===== src/rtl/if_fetch_pkg.sv =====
// Shared pipeline constants and types for the instruction fetch stage.
package if_fetch_pkg;

    // Fetch PC after reset and the instruction shown in an empty IF/ID slot.
    localparam logic [31:0] RESET_PC_DEF  = 32'h0000_0000;
    localparam logic [31:0] NOP_INSTR_DEF = 32'h0000_0013;  // addi x0, x0, 0

    // RV32I major opcodes, shared with the decode stage.
    localparam logic [6:0] OPC_LOAD   = 7'b0000011;
    localparam logic [6:0] OPC_OP_IMM = 7'b0010011;
    localparam logic [6:0] OPC_AUIPC  = 7'b0010111;
    localparam logic [6:0] OPC_STORE  = 7'b0100011;
    localparam logic [6:0] OPC_OP     = 7'b0110011;
    localparam logic [6:0] OPC_LUI    = 7'b0110111;
    localparam logic [6:0] OPC_BRANCH = 7'b1100011;
    localparam logic [6:0] OPC_JALR   = 7'b1100111;
    localparam logic [6:0] OPC_JAL    = 7'b1101111;

    // Fetch controller states.
    //   ST_FETCH   : no request outstanding, a request may issue
    //   ST_WAIT    : one request outstanding, its response is wanted
    //   ST_DISCARD : one request outstanding, its response must be dropped
    typedef enum logic [1:0] {
        ST_FETCH   = 2'd0,
        ST_WAIT    = 2'd1,
        ST_DISCARD = 2'd2
    } fetch_state_t;

    // Force an address onto a 32-bit word boundary.
    function automatic logic [31:0] word_align(input logic [31:0] addr);
        return addr & ~32'h0000_0003;
    endfunction

endpackage


===== src/rtl/if_fetch_buffer.sv =====
// Two-entry in-order buffer of fetched {pc, instruction} pairs sitting
// between the instruction memory response and the IF/ID register.
// Push and pop in the same cycle both take effect; flush empties it.
module if_fetch_buffer
    import if_fetch_pkg::*;
(
    input  logic        clk,
    input  logic        rst,
    input  logic        i_push,
    input  logic [31:0] i_push_pc,
    input  logic [31:0] i_push_instr,
    input  logic        i_pop,
    input  logic        i_flush,
    output logic        o_full,
    output logic        o_empty,
    output logic [31:0] o_head_pc,
    output logic [31:0] o_head_instr
);

    logic [31:0] r_pc_mem    [2];
    logic [31:0] r_instr_mem [2];
    logic        r_rd_ptr;
    logic        r_wr_ptr;
    logic [1:0]  r_count;

    logic        w_push;
    logic        w_pop;

    // Guard against underflow/overflow so the pointers can never desync.
    assign w_pop  = i_pop  && (r_count != 2'd0);
    assign w_push = i_push && (r_count != 2'd2);

    // Pointer and occupancy bookkeeping; flush has priority over push/pop.
    always_ff @(posedge clk) begin
        if (rst || i_flush) begin
            r_rd_ptr <= 1'b0;
            r_wr_ptr <= 1'b0;
            r_count  <= 2'd0;
        end else begin
            if (w_push) r_wr_ptr <= ~r_wr_ptr;
            if (w_pop)  r_rd_ptr <= ~r_rd_ptr;
            case ({w_push, w_pop})
                2'b10:   r_count <= r_count + 2'd1;
                2'b01:   r_count <= r_count - 2'd1;
                default: r_count <= r_count;
            endcase
        end
    end

    // Entry storage; contents are only meaningful while counted as occupied.
    always_ff @(posedge clk) begin
        if (w_push && !i_flush && !rst) begin
            r_pc_mem[r_wr_ptr]    <= i_push_pc;
            r_instr_mem[r_wr_ptr] <= i_push_instr;
        end
    end

    assign o_full       = (r_count == 2'd2);
    assign o_empty      = (r_count == 2'd0);
    assign o_head_pc    = r_pc_mem[r_rd_ptr];
    assign o_head_instr = r_instr_mem[r_rd_ptr];

endmodule


===== src/rtl/if_fetch.sv =====
// Instruction fetch stage: issues word-aligned requests to instruction
// memory (one outstanding at most), collects responses into a 2-entry
// buffer and feeds the IF/ID pipeline register.
//
// Handshakes: a request transfers on a rising edge where imem_req_valid
// and imem_req_ready are both high; imem_req_valid may drop before that
// (withdrawal on redirect). A response transfers on any rising edge where
// imem_resp_valid is high; there is no backpressure on the response side.
module if_fetch
    import if_fetch_pkg::*;
#(
    parameter logic [31:0] RESET_PC  = RESET_PC_DEF,
    parameter logic [31:0] NOP_INSTR = NOP_INSTR_DEF
) (
    input  logic        clk,
    input  logic        rst,
    output logic        imem_req_valid,
    output logic [31:0] imem_req_addr,
    input  logic        imem_req_ready,
    input  logic        imem_resp_valid,
    input  logic [31:0] imem_resp_data,
    input  logic        EX_redirect,
    input  logic [31:0] EX_redirect_target,
    input  logic        ID_stall,
    output logic [31:0] IF_ID_instruction,
    output logic [31:0] IF_ID_pc,
    output logic        IF_ID_valid
);

    fetch_state_t r_state;
    fetch_state_t w_state_nxt;

    logic [31:0] r_pc;          // next address to request
    logic [31:0] r_req_pc;      // address of the outstanding request
    logic [31:0] r_ifid_instr;
    logic [31:0] r_ifid_pc;
    logic        r_ifid_valid;

    logic        w_req_valid;
    logic        w_hs;
    logic        w_push;
    logic        w_pop;
    logic        w_buf_full;
    logic        w_buf_empty;
    logic [31:0] w_head_pc;
    logic [31:0] w_head_instr;

    // Only ST_FETCH can issue, and only when the response is guaranteed a
    // buffer slot (no request is outstanding in ST_FETCH, so a non-full
    // buffer is enough). A redirect cycle withdraws any pending request.
    assign w_req_valid = (r_state == ST_FETCH) && !w_buf_full && !EX_redirect && !rst;
    assign w_hs        = w_req_valid && imem_req_ready;

    // A response is kept only when it was wanted and no flush is happening.
    assign w_push = (r_state == ST_WAIT) && imem_resp_valid && !EX_redirect;
    // Pop when ID can take a new instruction; a redirect drops everything.
    assign w_pop  = !ID_stall && !EX_redirect && !w_buf_empty;

    assign imem_req_valid = w_req_valid;
    assign imem_req_addr  = r_pc;

    // Next-state logic for the request/response tracker.
    always_comb begin
        w_state_nxt = r_state;
        case (r_state)
            ST_FETCH: begin
                if (w_hs) w_state_nxt = ST_WAIT;
            end
            ST_WAIT: begin
                if (imem_resp_valid)  w_state_nxt = ST_FETCH;
                else if (EX_redirect) w_state_nxt = ST_DISCARD;
            end
            ST_DISCARD: begin
                if (imem_resp_valid) w_state_nxt = ST_FETCH;
            end
            default: w_state_nxt = ST_FETCH;
        endcase
    end

    // State register; reset abandons any outstanding request.
    always_ff @(posedge clk) begin
        if (rst) r_state <= ST_FETCH;
        else     r_state <= w_state_nxt;
    end

    // Fetch PC: redirect wins over sequential advance on handshake.
    always_ff @(posedge clk) begin
        if (rst) begin
            r_pc     <= RESET_PC;
            r_req_pc <= RESET_PC;
        end else if (EX_redirect) begin
            r_pc <= word_align(EX_redirect_target);
        end else if (w_hs) begin
            r_pc     <= r_pc + 32'd4;
            r_req_pc <= r_pc;
        end
    end

    // IF/ID register: redirect clears, stall holds, otherwise take the head.
    always_ff @(posedge clk) begin
        if (rst) begin
            r_ifid_valid <= 1'b0;
            r_ifid_pc    <= 32'd0;
            r_ifid_instr <= NOP_INSTR;
        end else if (EX_redirect) begin
            r_ifid_valid <= 1'b0;
            r_ifid_instr <= NOP_INSTR;
        end else if (!ID_stall) begin
            if (!w_buf_empty) begin
                r_ifid_valid <= 1'b1;
                r_ifid_pc    <= w_head_pc;
                r_ifid_instr <= w_head_instr;
            end else begin
                r_ifid_valid <= 1'b0;
                r_ifid_instr <= NOP_INSTR;
            end
        end
    end

    assign IF_ID_valid       = r_ifid_valid;
    assign IF_ID_pc          = r_ifid_pc;
    assign IF_ID_instruction = r_ifid_instr;

    if_fetch_buffer u_buffer (
        .clk          (clk),
        .rst          (rst),
        .i_push       (w_push),
        .i_push_pc    (r_req_pc),
        .i_push_instr (imem_resp_data),
        .i_pop        (w_pop),
        .i_flush      (EX_redirect),
        .o_full       (w_buf_full),
        .o_empty      (w_buf_empty),
        .o_head_pc    (w_head_pc),
        .o_head_instr (w_head_instr)
    );

endmodule


===== config.mk =====
export PLATFORM = sky130hd
export DESIGN_NAME = if_fetch
export DESIGN_NICKNAME = d
export VERILOG_FILES = /design/src/rtl/if_fetch_pkg.sv /design/src/rtl/if_fetch_buffer.sv /design/src/rtl/if_fetch.sv
export SDC_FILE = /design/constraint.sdc
export NUM_CORES = 1
export LEC_CHECK = 0
export ABC_AREA = 1
export BUFFER_PORTS_ARGS = -buffer_cell sky130_fd_sc_hd__buf_2
export CORE_MARGIN = 2
export CORE_UTILIZATION = 57
export DETAILED_ROUTE_END_ITERATION = 10
export GPL_TIMING_DRIVEN = 1
export MAX_ROUTING_LAYER = met4
export PLACE_DENSITY_LB_ADDON = 0.05
export SLEW_MARGIN = 10
export SYNTH_ARGS = -nofsm -noshare
export SYNTH_HDL_FRONTEND = slang
export SYNTH_HIERARCHICAL = 1
export SYNTH_SLANG_ARGS = --single-unit

===== constraint.sdc =====
create_clock -name clk -period 4.3 [get_ports clk]
set_input_delay 0.215 -clock clk [delete_from_list [all_inputs] [get_ports clk]]
set_output_delay 0.215 -clock clk [all_outputs]
set_load 0.03 [all_outputs]

==> metrics.txt <==
# TYPE chip_impl_metric gauge
chip_impl_metric{name="detail_route.vias_per_cell",unit=""} 5.15
chip_impl_metric{name="grt.overflow.total",unit=""} 0
chip_impl_info{name="timing.critical_path.max_delay_family",value="buffers and inverters"} 1
chip_impl_info{name="worst_path_cell_with_the_longest_stage_delay",value="inv_1"} 1
chip_impl_metric{name="final_util",unit="%"} 71.1
chip_impl_metric{name="finClkSkew",unit="ps"} 17.5
chip_impl_metric{name="clk_pin_slew_worst_paths",unit="ps"} 60
chip_impl_info{name="critPathCapture",value="IF_ID_pc[17]$_SDFFE_PP0P_"} 1
chip_impl_metric{name="coreArea",unit="mm2"} 0.0181
chip_impl_metric{name="diodes",unit=""} 0
chip_impl_info{name="tritoncts",value="done"} 1
chip_impl_info{name="status",value="finished clean"} 1
chip_impl_metric{name="finalInstanceArea",unit="mm2"} 0.0129
chip_impl_metric{name="setup_viol_count_final",unit=""} 0
chip_impl_metric{name="boundaryPins",unit=""} 168
chip_impl_metric{name="number_of_antenna_violations_at_the_first_check_in_global_routing",unit=""} 0
chip_impl_metric{name="finalNetCount",unit=""} 1301
chip_impl_metric{name="area_delta_synth_final",unit="%"} 21.2
chip_impl_metric{name="ys.warnings.count",unit=""} 6
chip_impl_metric{name="pin_count_of_the_biggest_net_entering_global_routing",unit=""} 51
chip_impl_metric{name="cts.sink_count",unit=""} 260
chip_impl_metric{name="number_of_rows_in_the_core_area",unit=""} 49
chip_impl_metric{name="synth_seq_cells",unit=""} 260
chip_impl_metric{name="fp.dieW",unit="um"} 141
chip_impl_metric{name="fin_crit_share",unit="%"} 63.6
chip_impl_info{name="crit_top_cell",value="nor2_2"} 1
chip_impl_info{name="crit_path_end_kind",value="flop"} 1
chip_impl_metric{name="synth-edff-count",unit=""} 128
chip_impl_metric{name="fin_tns_setup",unit="ps"} 0
chip_impl_metric{name="postSynthAreaPerCell",unit="um2"} 10.4
chip_impl_metric{name="final_max_slew_violation_count",unit=""} 0
chip_impl_metric{name="post_cts.resized_instances",unit=""} 0
chip_impl_info{name="worst_r2r_endpoint",value="IF_ID_pc[17]$_SDFFE_PP0P_"} 1
chip_impl_metric{name="place_congestion",unit=""} 0.876
chip_impl_metric{name="cp_slowest_stage_delay",unit="ps"} 500
chip_impl_metric{name="num_cts_buffers",unit=""} 27
chip_impl_metric{name="timing_hold_violations_final",unit=""} 0
chip_impl_metric{name="worstSetupPathDepth",unit=""} 9
chip_impl_metric{name="nFillCells",unit=""} 1333
chip_impl_info{name="criticalPathCategory",value="reg -> reg"} 1
chip_impl_metric{name="p_per_area",unit="mW/mm2"} 409
chip_impl_metric{name="post_synthesis_instance_area",unit="mm2"} 0.0107
chip_impl_info{name="cts_root_buffer",value="clkbuf_16"} 1
chip_impl_info{name="netlist_top_cells_area",value="edfxtp_1 36%, dfxtp_1 25%, mux2_4 8.5%"} 1
chip_impl_metric{name="synthArstFlopShare",unit="%"} 0
chip_impl_metric{name="worst_path_arrival",unit="ps"} 3130
chip_impl_metric{name="netlist_instances",unit=""} 1027
chip_impl_metric{name="routedWlPerCell",unit="um"} 15.2
chip_impl_info{name="synthFlopType",value="dfxtp_1"} 1
chip_impl_info{name="unrepaired_setup_endpoints_after_global_routing",value="false"} 1
chip_impl_metric{name="worst_slew_pin_slew",unit="ps"} 1060
chip_impl_info{name="cp_cell_sequence",value="nor2_2 -> nor2_2 -> buf_4 -> inv_1 -> nor2_2 -> buf_4 -> inv_1 -> nor2_1 -> nor2_1"} 1
chip_impl_metric{name="synth_top_area_share",unit="%"} 36.1
chip_impl_info{name="synth_top_cells_by_count",value="190 x nand2_1, 141 x nor2_1, 132 x dfxtp_1"} 1
chip_impl_metric{name="post-route-drc-count",unit=""} 0
chip_impl_metric{name="htree_levels",unit=""} 1
chip_impl_metric{name="ir_worst_vdd",unit="mV"} 0.276
chip_impl_metric{name="numPortBuffers",unit=""} 163
chip_impl_metric{name="worst_skew_pair.late_latency",unit="ps"} 520
chip_impl_metric{name="grt_pass1_wl",unit="um"} 35800
chip_impl_info{name="hold_path_class",value="in -> reg"} 1
chip_impl_metric{name="route.antenna.remaining_nets",unit=""} 0
chip_impl_metric{name="cts-root-to-sink-buffers",unit=""} 3
chip_impl_metric{name="detailed_place.area",unit="mm2"} 0.0116
chip_impl_metric{name="timing.reg2reg.worst_path_depth",unit=""} 9
chip_impl_metric{name="first_iter_violations",unit=""} 448
chip_impl_metric{name="timing.fmax",unit="GHz"} 0.366
chip_impl_metric{name="hold_slack",unit="ps"} 25.7
chip_impl_metric{name="die_height",unit="um"} 141
chip_impl_metric{name="globalRouteTotalUtil",unit="%"} 22.9
chip_impl_metric{name="r2r_slack",unit="ps"} 1560
chip_impl_metric{name="route.vias.total",unit=""} 7614
chip_impl_info{name="timing.rr.start",value="u_buffer/r_count[0]$_SDFFE_PP0P_"} 1
chip_impl_metric{name="finalWorstPathRequiredPeriod",unit="ps"} 2740
chip_impl_metric{name="slew-limit-headroom",unit="%"} 29.0
chip_impl_info{name="synth.most_common_cell",value="nand2_1"} 1
chip_impl_metric{name="drt_wl_total",unit="um"} 22400
chip_impl_metric{name="detailed_place_hpwl",unit="um"} 14100
chip_impl_metric{name="timing.critical_path.required",unit="ps"} 4690
chip_impl_metric{name="vias_in_the_first_global_route",unit=""} 7319
chip_impl_info{name="synthDominantAreaCellType",value="edfxtp_1"} 1
chip_impl_metric{name="drt_first_pass_iters",unit=""} 5
chip_impl_metric{name="reported_max_cap_violation_count",unit=""} 0
chip_impl_metric{name="worstPathBufferInverterCount",unit=""} 4
chip_impl_metric{name="synth_cell_types",unit=""} 36
chip_impl_metric{name="fp.dieArea",unit="mm2"} 0.0198
chip_impl_metric{name="sequential_share_of_the_synthesized_area",unit="%"} 60.9
chip_impl_metric{name="post-route-worst-setup-slack",unit="ps"} 1560
chip_impl_metric{name="worstPathMaxFanout",unit=""} 32
chip_impl_metric{name="drive_above_1_share",unit="%"} 23.7
chip_impl_info{name="critPathLaunch",value="u_buffer/r_count[0]$_SDFFE_PP0P_"} 1
chip_impl_metric{name="initial_utilization",unit="%"} 58.7
chip_impl_info{name="crit_path_start_kind",value="flop"} 1
chip_impl_metric{name="power.leakage",unit="nW"} 5.34
chip_impl_metric{name="dpl_worst_slack",unit="ps"} 1450
==> metrics by stage <==
step,std cells,total power [mW]
6_report,1478,5.29
5_1_grt,1478,5.47
4_1_cts,1478,5.34
3_5_place_dp,1384,2.95
3_3_place_gp,1384,2.95
2_1_floorplan,1032,2.86
==> worst min-delay path: stages <==
cell	delay, ps
buf_2	80
nand2_1	70
nand2_1	70
o21ai_1	50
inv_1	40
==> where the power goes <==
| group | switching, mW | total (mW) | internal, mW |
|---|---|---|---|
| clock | 0.935 | 2.35 | 1.42 |
| sequential | 0.0371 | 2.67 | 2.63 |
| combinational | 0.165 | 0.267 | 0.102 |
| total | 1.14 | 5.29 | 4.15 |
==> state kept, by name, indices dropped and copies added (netlist names), named ones only <==
register	count
IF_ID_instruction	32
IF_ID_pc	32
IF_ID_valid	1
imem_req_addr	30
r_req_pc	30
r_state	2
u_buffer/r_count	2
u_buffer/r_instr_mem	64
u_buffer/r_pc_mem	64
u_buffer/r_rd_ptr	1
u_buffer/r_wr_ptr	1
==> worst min-delay path by stage <==
stage | from | to | slack [ps] | cells past startpoint
after floorplan | imem_resp_data[0] | u_buffer/r_instr_mem[0][0]$_DFFE_PP_ | 310 | 0
after global placement | imem_resp_data[7] | u_buffer/r_instr_mem[1][7]$_DFFE_PP_ | 400 | 1
after detailed placement | imem_resp_data[26] | u_buffer/r_instr_mem[1][26]$_DFFE_PP_ | 410 | 1
final | EX_redirect_target[13] | imem_req_addr[13]$_SDFFE_PP0P_ | 30 | 5
after global routing | EX_redirect_target[5] | imem_req_addr[5]$_SDFFE_PP0P_ | 10 | 3
after CTS | EX_redirect_target[13] | imem_req_addr[13]$_SDFFE_PP0P_ | 0.1 | 5
==> cells by family after synthesis <==
family          synth area share (%)
xor+xnor                       0.411
mux                             8.88
flops                           60.9
buf+inv                         5.98
simple gates                    15.8
other cells                   0.0352
fa+ha+maj                      0.235
compound gates                  7.76
==> cell usage in the layout, fill, tap and decap left out, types with 4 or more instances in the layout <==
cell type	synthesis	layout
edfxtp_1	128	128
mux2_4	60	60
conb_1	1	6
mux2_2	4	4
dlygate4sd3_1	0	45
a31oi_1	5	5
nor2_2	6	7
nand3b_1	6	6
dfxtp_1	132	131
xor2_1	4	4
a21oi_1	61	61
nand4_1	6	6
bufinv_16	0	4
buf_4	2	7
clkbuf_16	0	27
inv_1	79	78
buf_2	17	163
nor2_1	141	138
nand2_1	190	190
nor3_1	6	6
clkbuf_1	20	5
nand3_1	49	49
clkinv_2	0	4
o21ai_0	71	71
clkinvlp_4	0	5
a211oi_1	7	7
o21ai_1	5	5
==> layout make-up <==
type	count	area, um2	share of cell area, %
multi-input cells	642	3560	27.6
flip-flops and latches	260	6490	50.3
inverters	81	304	2.35
well taps	229	287	2.22
clock buffers	33	708	5.49
repair buffers	217	1360	10.5
clock inverters	16	199	1.54
==> routing by layer <==
metal	share of wire [%]	up-vias	wire (um)	track usage (%)
li1	-	3855	-	-
met1	44	3471	9980	30.2
met2	47	254	10600	37.8
met3	6.4	34	1440	3.23
met4	1.7	0	371	5.53
met5	0	-	0	-
==> timing repair <==
item / CTS / global route
hold buffers: 45 / 0
buffers inserted: 0 / 0
endpoints found under the hold margin: 79 / 0
Note: power is estimated with default switching activity, not from simulation.
